**src/rtl/sys_ctrl_pkg.sv**
```systemverilog
// rtl/sys_ctrl_pkg.sv - shared opcodes, ALU operand addresses and FSM state encoding for sys_ctrl
package sys_ctrl_pkg;

  localparam logic [7:0] CMD_WR     = 8'hAA;
  localparam logic [7:0] CMD_RD     = 8'hBB;
  localparam logic [7:0] CMD_ALU    = 8'hCC;
  localparam logic [7:0] CMD_ALU_FN = 8'hDD;

  localparam logic [7:0] ALU_A_ADDR = 8'd0;
  localparam logic [7:0] ALU_B_ADDR = 8'd1;

  typedef enum logic [3:0] {
    S_IDLE,
    S_WR_ADDR,
    S_WR_DATA,
    S_RD_ADDR,
    S_RD_WAIT,
    S_ALU_A,
    S_ALU_B,
    S_ALU_FUN,
    S_ALU_WAIT,
    S_TX_SEND,
    S_TX_WAIT
  } state_e;

endpackage

```
**src/rtl/sys_ctrl_tx_seq.sv**
```systemverilog
// rtl/sys_ctrl_tx_seq.sv - byte sequencer feeding the UART TX: reply buffer, byte count, busy tracking
module sys_ctrl_tx_seq #(
  parameter int DATA_W = 8
) (
  input  logic                clk,
  input  logic                rst,
  input  logic                load_en,
  input  logic [2*DATA_W-1:0] load_data,
  input  logic [1:0]          load_cnt,
  input  logic                send_en,
  input  logic                wait_en,
  input  logic                tx_busy,
  output logic                fire,
  output logic                done,
  output logic                more,
  output logic [DATA_W-1:0]   tx_data,
  output logic                tx_vld
);

  logic [2*DATA_W-1:0] buf_q, buf_d;
  logic [1:0]          cnt_q, cnt_d;
  logic                seen_q, seen_d;
  logic [DATA_W-1:0]   data_q, data_d;
  logic                vld_q, vld_d;

  assign fire    = send_en && !tx_busy;
  assign done    = wait_en && seen_q && !tx_busy;
  assign more    = (cnt_q != 2'd0);
  assign tx_data = data_q;
  assign tx_vld  = vld_q;

  always_comb begin
    buf_d  = buf_q;
    cnt_d  = cnt_q;
    seen_d = seen_q;
    data_d = data_q;
    vld_d  = 1'b0;
    if (load_en) begin
      buf_d = load_data;
      cnt_d = load_cnt;
    end else if (fire) begin
      // Low byte goes first; shift the next one down for the following send.
      data_d = buf_q[DATA_W-1:0];
      vld_d  = 1'b1;
      buf_d  = {{DATA_W{1'b0}}, buf_q[2*DATA_W-1:DATA_W]};
      cnt_d  = cnt_q - 2'd1;
      seen_d = 1'b0;
    end else if (wait_en && tx_busy) begin
      seen_d = 1'b1;
    end
  end

  always_ff @(posedge clk) begin
    if (rst) begin
      buf_q  <= '0;
      cnt_q  <= 2'd0;
      seen_q <= 1'b0;
      data_q <= '0;
      vld_q  <= 1'b0;
    end else begin
      buf_q  <= buf_d;
      cnt_q  <= cnt_d;
      seen_q <= seen_d;
      data_q <= data_d;
      vld_q  <= vld_d;
    end
  end

endmodule

```
**src/rtl/sys_ctrl.sv**
```systemverilog
// rtl/sys_ctrl.sv - UART command decoder driving register-file, ALU and TX reply path
module sys_ctrl
  import sys_ctrl_pkg::*;
#(
  parameter int DATA_W = 8,
  parameter int ADDR_W = 4
) (
  input  logic                clk,
  input  logic                rst,
  input  logic [DATA_W-1:0]   RX_P_DATA,
  input  logic                RX_D_VLD,
  input  logic [DATA_W-1:0]   RdData,
  input  logic                RdData_Valid,
  input  logic [2*DATA_W-1:0] ALU_OUT,
  input  logic                OUT_Valid,
  input  logic                TX_busy,
  output logic                WrEn,
  output logic                RdEn,
  output logic [ADDR_W-1:0]   Address,
  output logic [DATA_W-1:0]   WrData,
  output logic                ALU_EN,
  output logic [3:0]          ALU_FUN,
  output logic [DATA_W-1:0]   TX_P_DATA,
  output logic                TX_D_VLD
);

  state_e              state_q, state_d;
  logic [ADDR_W-1:0]   addr_q, addr_d;
  logic [DATA_W-1:0]   wr_data_q, wr_data_d;
  logic [3:0]          alu_fun_q, alu_fun_d;
  logic                wr_en_q, wr_en_d;
  logic                rd_en_q, rd_en_d;
  logic                alu_en_q, alu_en_d;

  logic                tx_load;
  logic [2*DATA_W-1:0] tx_load_data;
  logic [1:0]          tx_load_cnt;
  logic                tx_send, tx_wait;
  logic                tx_fire, tx_done, tx_more;

  assign WrEn    = wr_en_q;
  assign RdEn    = rd_en_q;
  assign ALU_EN  = alu_en_q;
  assign Address = addr_q;
  assign WrData  = wr_data_q;
  assign ALU_FUN = alu_fun_q;

  always_comb begin
    state_d      = state_q;
    addr_d       = addr_q;
    wr_data_d    = wr_data_q;
    alu_fun_d    = alu_fun_q;
    wr_en_d      = 1'b0;
    rd_en_d      = 1'b0;
    alu_en_d     = 1'b0;
    tx_load      = 1'b0;
    tx_load_data = '0;
    tx_load_cnt  = 2'd0;
    tx_send      = 1'b0;
    tx_wait      = 1'b0;
    case (state_q)
      S_IDLE: begin
        if (RX_D_VLD) begin
          if (RX_P_DATA == DATA_W'(CMD_WR))          state_d = S_WR_ADDR;
          else if (RX_P_DATA == DATA_W'(CMD_RD))     state_d = S_RD_ADDR;
          else if (RX_P_DATA == DATA_W'(CMD_ALU))    state_d = S_ALU_A;
          else if (RX_P_DATA == DATA_W'(CMD_ALU_FN)) state_d = S_ALU_FUN;
        end
      end
      S_WR_ADDR: begin
        if (RX_D_VLD) begin
          addr_d  = RX_P_DATA[ADDR_W-1:0];
          state_d = S_WR_DATA;
        end
      end
      S_WR_DATA: begin
        if (RX_D_VLD) begin
          wr_data_d = RX_P_DATA;
          wr_en_d   = 1'b1;
          state_d   = S_IDLE;
        end
      end
      S_RD_ADDR: begin
        if (RX_D_VLD) begin
          addr_d  = RX_P_DATA[ADDR_W-1:0];
          rd_en_d = 1'b1;
          state_d = S_RD_WAIT;
        end
      end
      S_RD_WAIT: begin
        if (RdData_Valid) begin
          tx_load      = 1'b1;
          tx_load_data = {{DATA_W{1'b0}}, RdData};
          tx_load_cnt  = 2'd1;
          state_d      = S_TX_SEND;
        end
      end
      S_ALU_A: begin
        if (RX_D_VLD) begin
          addr_d    = ADDR_W'(ALU_A_ADDR);
          wr_data_d = RX_P_DATA;
          wr_en_d   = 1'b1;
          state_d   = S_ALU_B;
        end
      end
      S_ALU_B: begin
        // A byte landing right behind operand A would double-pulse WrEn; hold it off.
        if (RX_D_VLD && !wr_en_q) begin
          addr_d    = ADDR_W'(ALU_B_ADDR);
          wr_data_d = RX_P_DATA;
          wr_en_d   = 1'b1;
          state_d   = S_ALU_FUN;
        end
      end
      S_ALU_FUN: begin
        if (RX_D_VLD) begin
          alu_fun_d = RX_P_DATA[3:0];
          alu_en_d  = 1'b1;
          state_d   = S_ALU_WAIT;
        end
      end
      S_ALU_WAIT: begin
        if (OUT_Valid) begin
          tx_load      = 1'b1;
          tx_load_data = ALU_OUT;
          tx_load_cnt  = 2'd2;
          state_d      = S_TX_SEND;
        end
      end
      S_TX_SEND: begin
        tx_send = 1'b1;
        if (tx_fire) state_d = S_TX_WAIT;
      end
      S_TX_WAIT: begin
        tx_wait = 1'b1;
        if (tx_done) state_d = tx_more ? S_TX_SEND : S_IDLE;
      end
      default: state_d = S_IDLE;
    endcase
  end

  always_ff @(posedge clk) begin
    if (rst) begin
      state_q   <= S_IDLE;
      addr_q    <= '0;
      wr_data_q <= '0;
      alu_fun_q <= 4'd0;
      wr_en_q   <= 1'b0;
      rd_en_q   <= 1'b0;
      alu_en_q  <= 1'b0;
    end else begin
      state_q   <= state_d;
      addr_q    <= addr_d;
      wr_data_q <= wr_data_d;
      alu_fun_q <= alu_fun_d;
      wr_en_q   <= wr_en_d;
      rd_en_q   <= rd_en_d;
      alu_en_q  <= alu_en_d;
    end
  end

  sys_ctrl_tx_seq #(.DATA_W(DATA_W)) u_tx_seq (
    .clk       (clk),
    .rst       (rst),
    .load_en   (tx_load),
    .load_data (tx_load_data),
    .load_cnt  (tx_load_cnt),
    .send_en   (tx_send),
    .wait_en   (tx_wait),
    .tx_busy   (TX_busy),
    .fire      (tx_fire),
    .done      (tx_done),
    .more      (tx_more),
    .tx_data   (TX_P_DATA),
    .tx_vld    (TX_D_VLD)
  );

endmodule

```
**config.mk**
```make
export PLATFORM = sky130hd
export DESIGN_NAME = sys_ctrl
export DESIGN_NICKNAME = d
export VERILOG_FILES = /design/src/rtl/sys_ctrl_pkg.sv /design/src/rtl/sys_ctrl_tx_seq.sv /design/src/rtl/sys_ctrl.sv
export SDC_FILE = /design/constraint.sdc
export NUM_CORES = 1
export LEC_CHECK = 0
export ABC_AREA = 1
export CAP_MARGIN = 40
export CELL_PAD_IN_SITES_DETAIL_PLACEMENT = 0
export CELL_PAD_IN_SITES_GLOBAL_PLACEMENT = 1
export CORE_ASPECT_RATIO = 0.8
export CORE_UTILIZATION = 34
export DETAILED_ROUTE_END_ITERATION = 8
export PLACE_DENSITY = 0.88
export SYNTH_ARGS = -nofsm -noshare
export SYNTH_HDL_FRONTEND = slang
export SYNTH_SLANG_ARGS = --single-unit
```
**constraint.sdc**
```tcl
create_clock -name clk -period 1.9 [get_ports clk]
set_clock_uncertainty 0.2 [all_clocks]
set_input_delay 0.38 -clock clk [delete_from_list [all_inputs] [get_ports clk]]
set_output_delay 0.38 -clock clk [all_outputs]
set_load 0.05 [all_outputs]
```
==> results.yml <==
sta:
  rsz0062_at_grt: "no"
  setup_viol: 0
  fmax_ghz: 0.577
  final.setup.worst_slack_ns: 0.168
  drv_slew: 0
  fin_crit_ns: 1.73
  hold_violations: 0
  fin_crit_sh_pct: 91.1
  relSlewSlack_pct: 79.4
  worst-slew-pin-transition_ns: 0.308
floorplan:
  io_pins: 66
  initial_utilization_pct: 35.7
  coreArea_sq_mm: 0.00699
  die_h_um: 78.6
  die_x_um: 97.8
  die-area_sq_mm: 0.00769
  row_count: 27
job:
  cap_violations: 0
run_status:
  violations: "DRC"
  status: "finished, violations left"
final_layout:
  instances_no_fill: 518
  drive_above_1_share_pct: 24.1
  areaGrowthSynthToFinish_pct: 37.5
  layout.nets: 469
  fill_cells: 699
  antenna-diode-count: 0
synthesis:
  ys_ff_latch: 51
  yosys.cell_types.count: 33
  yosysWarnings: 0
  syn_area_sq_mm: 0.00250
  syn-num-nets: 382
  synthCells: 343
  ys_seq_area_share_pct: 40.9
  avgSynthCellArea_sq_um: 7.28
global_route:
  gr-usage-all-layers_pct: 18.0
  gr-total-overflow: 0
  grt_pass1_vias: 2376
  antenna_found_initial: 0
  grt_first_pass_wirelength_mm: 11.1
  grt_max_degree: 35
worst_setup_path:
  cp.arrival_ns: 1.75
  crit_fanout: 6
  critPathKind: "primary input to register"
  reg2reg_depth: 11
  cp-end-kind: "register"
  critPathMostFrequentCell: "nand2_1"
  cp.depth: 10
  critPathMaxStageDelay_ns: 0.58
  required_ns: 1.91
  reg2reg_slack_ns: 0.18
  path_cells: "clkdlybuf4s50_1, nand2_1, nand3_1, nand2_1, nor2_1, nand2_1, nor2_2, nand3_1, nand2_1, nor2_1"
  slowest_stage: "clkdlybuf4s50_1"
  cp_top_family: "simple AND/OR/NAND/NOR gates"
  cp-start-kind: "primary input"
  critical_path_buf_inv_count: 1
place:
  port_buffers: 65
  gp_congestion: 0.862
  hpwl_mm: 5.12
  dp_slack_ns: -0.154
  placedCellCount: 510
hold_path:
  hp-class: "register to register"
  hold_depth: 2
cts:
  cts_resized: 0
  clk-insertion-delay-late_ns: 0.31
  cts.htree.levels: 2
  cts_hold_buf: 0
  cts.clk_slew.worst_paths_ns: 0.10
  cts_sinks: 51
  cts_tree: "done"
  cts_root_buf: "clkbuf_8"
  cts_setup_buffers: 0
  clk_path_buf_depth: 2
  numCtsBuffers: 5
route:
  drcViolationCount: 12
  drtIter0Drc: 150
  ant_nets: 0
  viasPerCell: 4.76
  postRouteWirelength_mm: 6.59
  firstDrtPassIters: 7
  dr_total_vias: 2468
  wl_per_cell_um: 12.7
power_and_ir_drop:
  leakage_nw: 1.52
  p_per_area_mw_per_mm2: 1060
  peakVddDrop_v: 0.000460
worst min-delay path, cell delays in order (launching register included):
cell and delay (ns):
dfxtp_1 0.32, inv_1 0.04, a21oi_1 0.05
power breakdown:
group	total, mW	switching (mW)	internal (mW)
clock	0.676	0.402	0.274
combinational	1.61	1.04	0.570
sequential	1.37	0.133	1.24
total	3.65	1.57	2.08
cells in the final DEF, fill, tap and decap left out, types with 2 or more instances in the layout:
cell	instances
nand2_4	5
dfxtp_2	2
o21ai_0	16
nand2_2	4
inv_2	7
dfxtp_1	49
buf_4	52
clkinv_4	2
o21ai_1	10
nor2_1	32
nand2_1	78
nor2_2	7
nand4_1	2
nor2_4	7
nand3_1	35
nand3b_1	2
nor2_8	2
inv_1	27
clkdlybuf4s50_1	37
o21ai_2	5
a31oi_1	7
a21oi_1	26
clkbuf_8	5
nor3_1	2
cell usage after synthesis:
cell,n,area (sq um)
a31oi_1,7,43.8
clkinv_1,1,3.75
o21ai_2,5,43.8
nand3b_1,2,15.0
inv_6,1,8.76
a41oi_1,1,8.76
clkbuf_2,2,10.0
nor2_2,6,37.5
nand2_2,5,31.3
buf_6,2,22.5
nor2_8,2,40.0
buf_4,1,7.51
a21oi_2,1,8.76
a211oi_1,1,7.51
inv_4,1,6.26
buf_2,2,10.0
nand2_1,78,293
a21oi_1,26,130
inv_2,7,26.3
nand3_1,35,175
nand4_1,2,12.5
buf_1,1,3.75
o21ai_0,16,80.1
o21ai_1,10,50.1
ha_1,1,12.5
clkbuf_1,2,7.51
nor2_1,33,124
inv_1,27,101
nand2_8,1,20.0
nor2_4,7,78.8
dfxtp_1,51,1020
nor3_1,2,10.0
nand2_4,4,45.0
logic make-up (layout without fill, tap and decap cells):
family | count (synthesis) | after routing | synth area share [%]
buf+inv | 47 | 135 | 8.32
fa+ha+maj | 1 | 1 | 0.501
simple gates | 177 | 177 | 35.3
flops | 51 | 51 | 40.9
compound gates | 67 | 67 | 14.9
area by class of cell:
| type | count | area [sq um] | share of cell area, % |
|---|---|---|---|
| Timing Repair Buffer | 90 | 781 | 22.7 |
| Sequential cell | 51 | 1020 | 29.8 |
| Inverter | 37 | 146 | 4.27 |
| Tap cell | 87 | 109 | 3.17 |
| Clock buffer | 5 | 68.8 | 2.01 |
| Clock inverter | 3 | 28.8 | 0.838 |
| Multi-Input combinational cell | 245 | 1270 | 37.1 |
stage by stage:
| step | hold WS [ns] | utilization (%) | power, mW | area, sq um | setup TNS [ns] |
|---|---|---|---|---|---|
| after CTS | 0.248 | 48.9 | 3.67 | 3420 | 0 |
| after global placement | 0.233 | 47.5 | 2.97 | 3320 | -0.955 |
| final | 0.247 | 49.1 | 3.65 | 3430 | 0 |
| after global routing | 0.267 | 49.1 | 3.93 | 3430 | 0 |
| after detailed placement | 0.231 | 47.5 | 2.99 | 3320 | -1.59 |
| after floorplan | 0.219 | - | 2.54 | 2500 | 0 |
registers in the layout, indices dropped and copies added (netlist names):
register and flops:
u_tx_seq.buf_q 16, WrData 8, u_tx_seq.tx_data 8, ALU_FUN 4, Address 4, state_q 4, u_tx_seq.cnt_q 2, ALU_EN 1
RdEn 1, WrEn 1, u_tx_seq.seen_q 1, u_tx_seq.tx_vld 1
per-layer routing:
layer | routed length, um | up-vias | track usage [%]
met5 | 0 | - | 0
met4 | 40 | 0 | 5.91
met3 | 376 | 4 | 4.36
met2 | 2840 | 59 | 27.5
met1 | 3340 | 1111 | 24.9
li1 | - | 1294 | -
final timing paths:
check                           from                       to
min reg2reg  ALU_FUN[3]$_SDFFE_PP0P_  ALU_FUN[3]$_SDFFE_PP0P_
max reg2reg  state_q[1]$_SDFFE_PP0P_  state_q[0]$_SDFFE_PP0P_
min          ALU_FUN[3]$_SDFFE_PP0P_  ALU_FUN[3]$_SDFFE_PP0P_
max                         RX_D_VLD  state_q[0]$_SDFFE_PP0P_
Power figures use the tool's default switching activity.
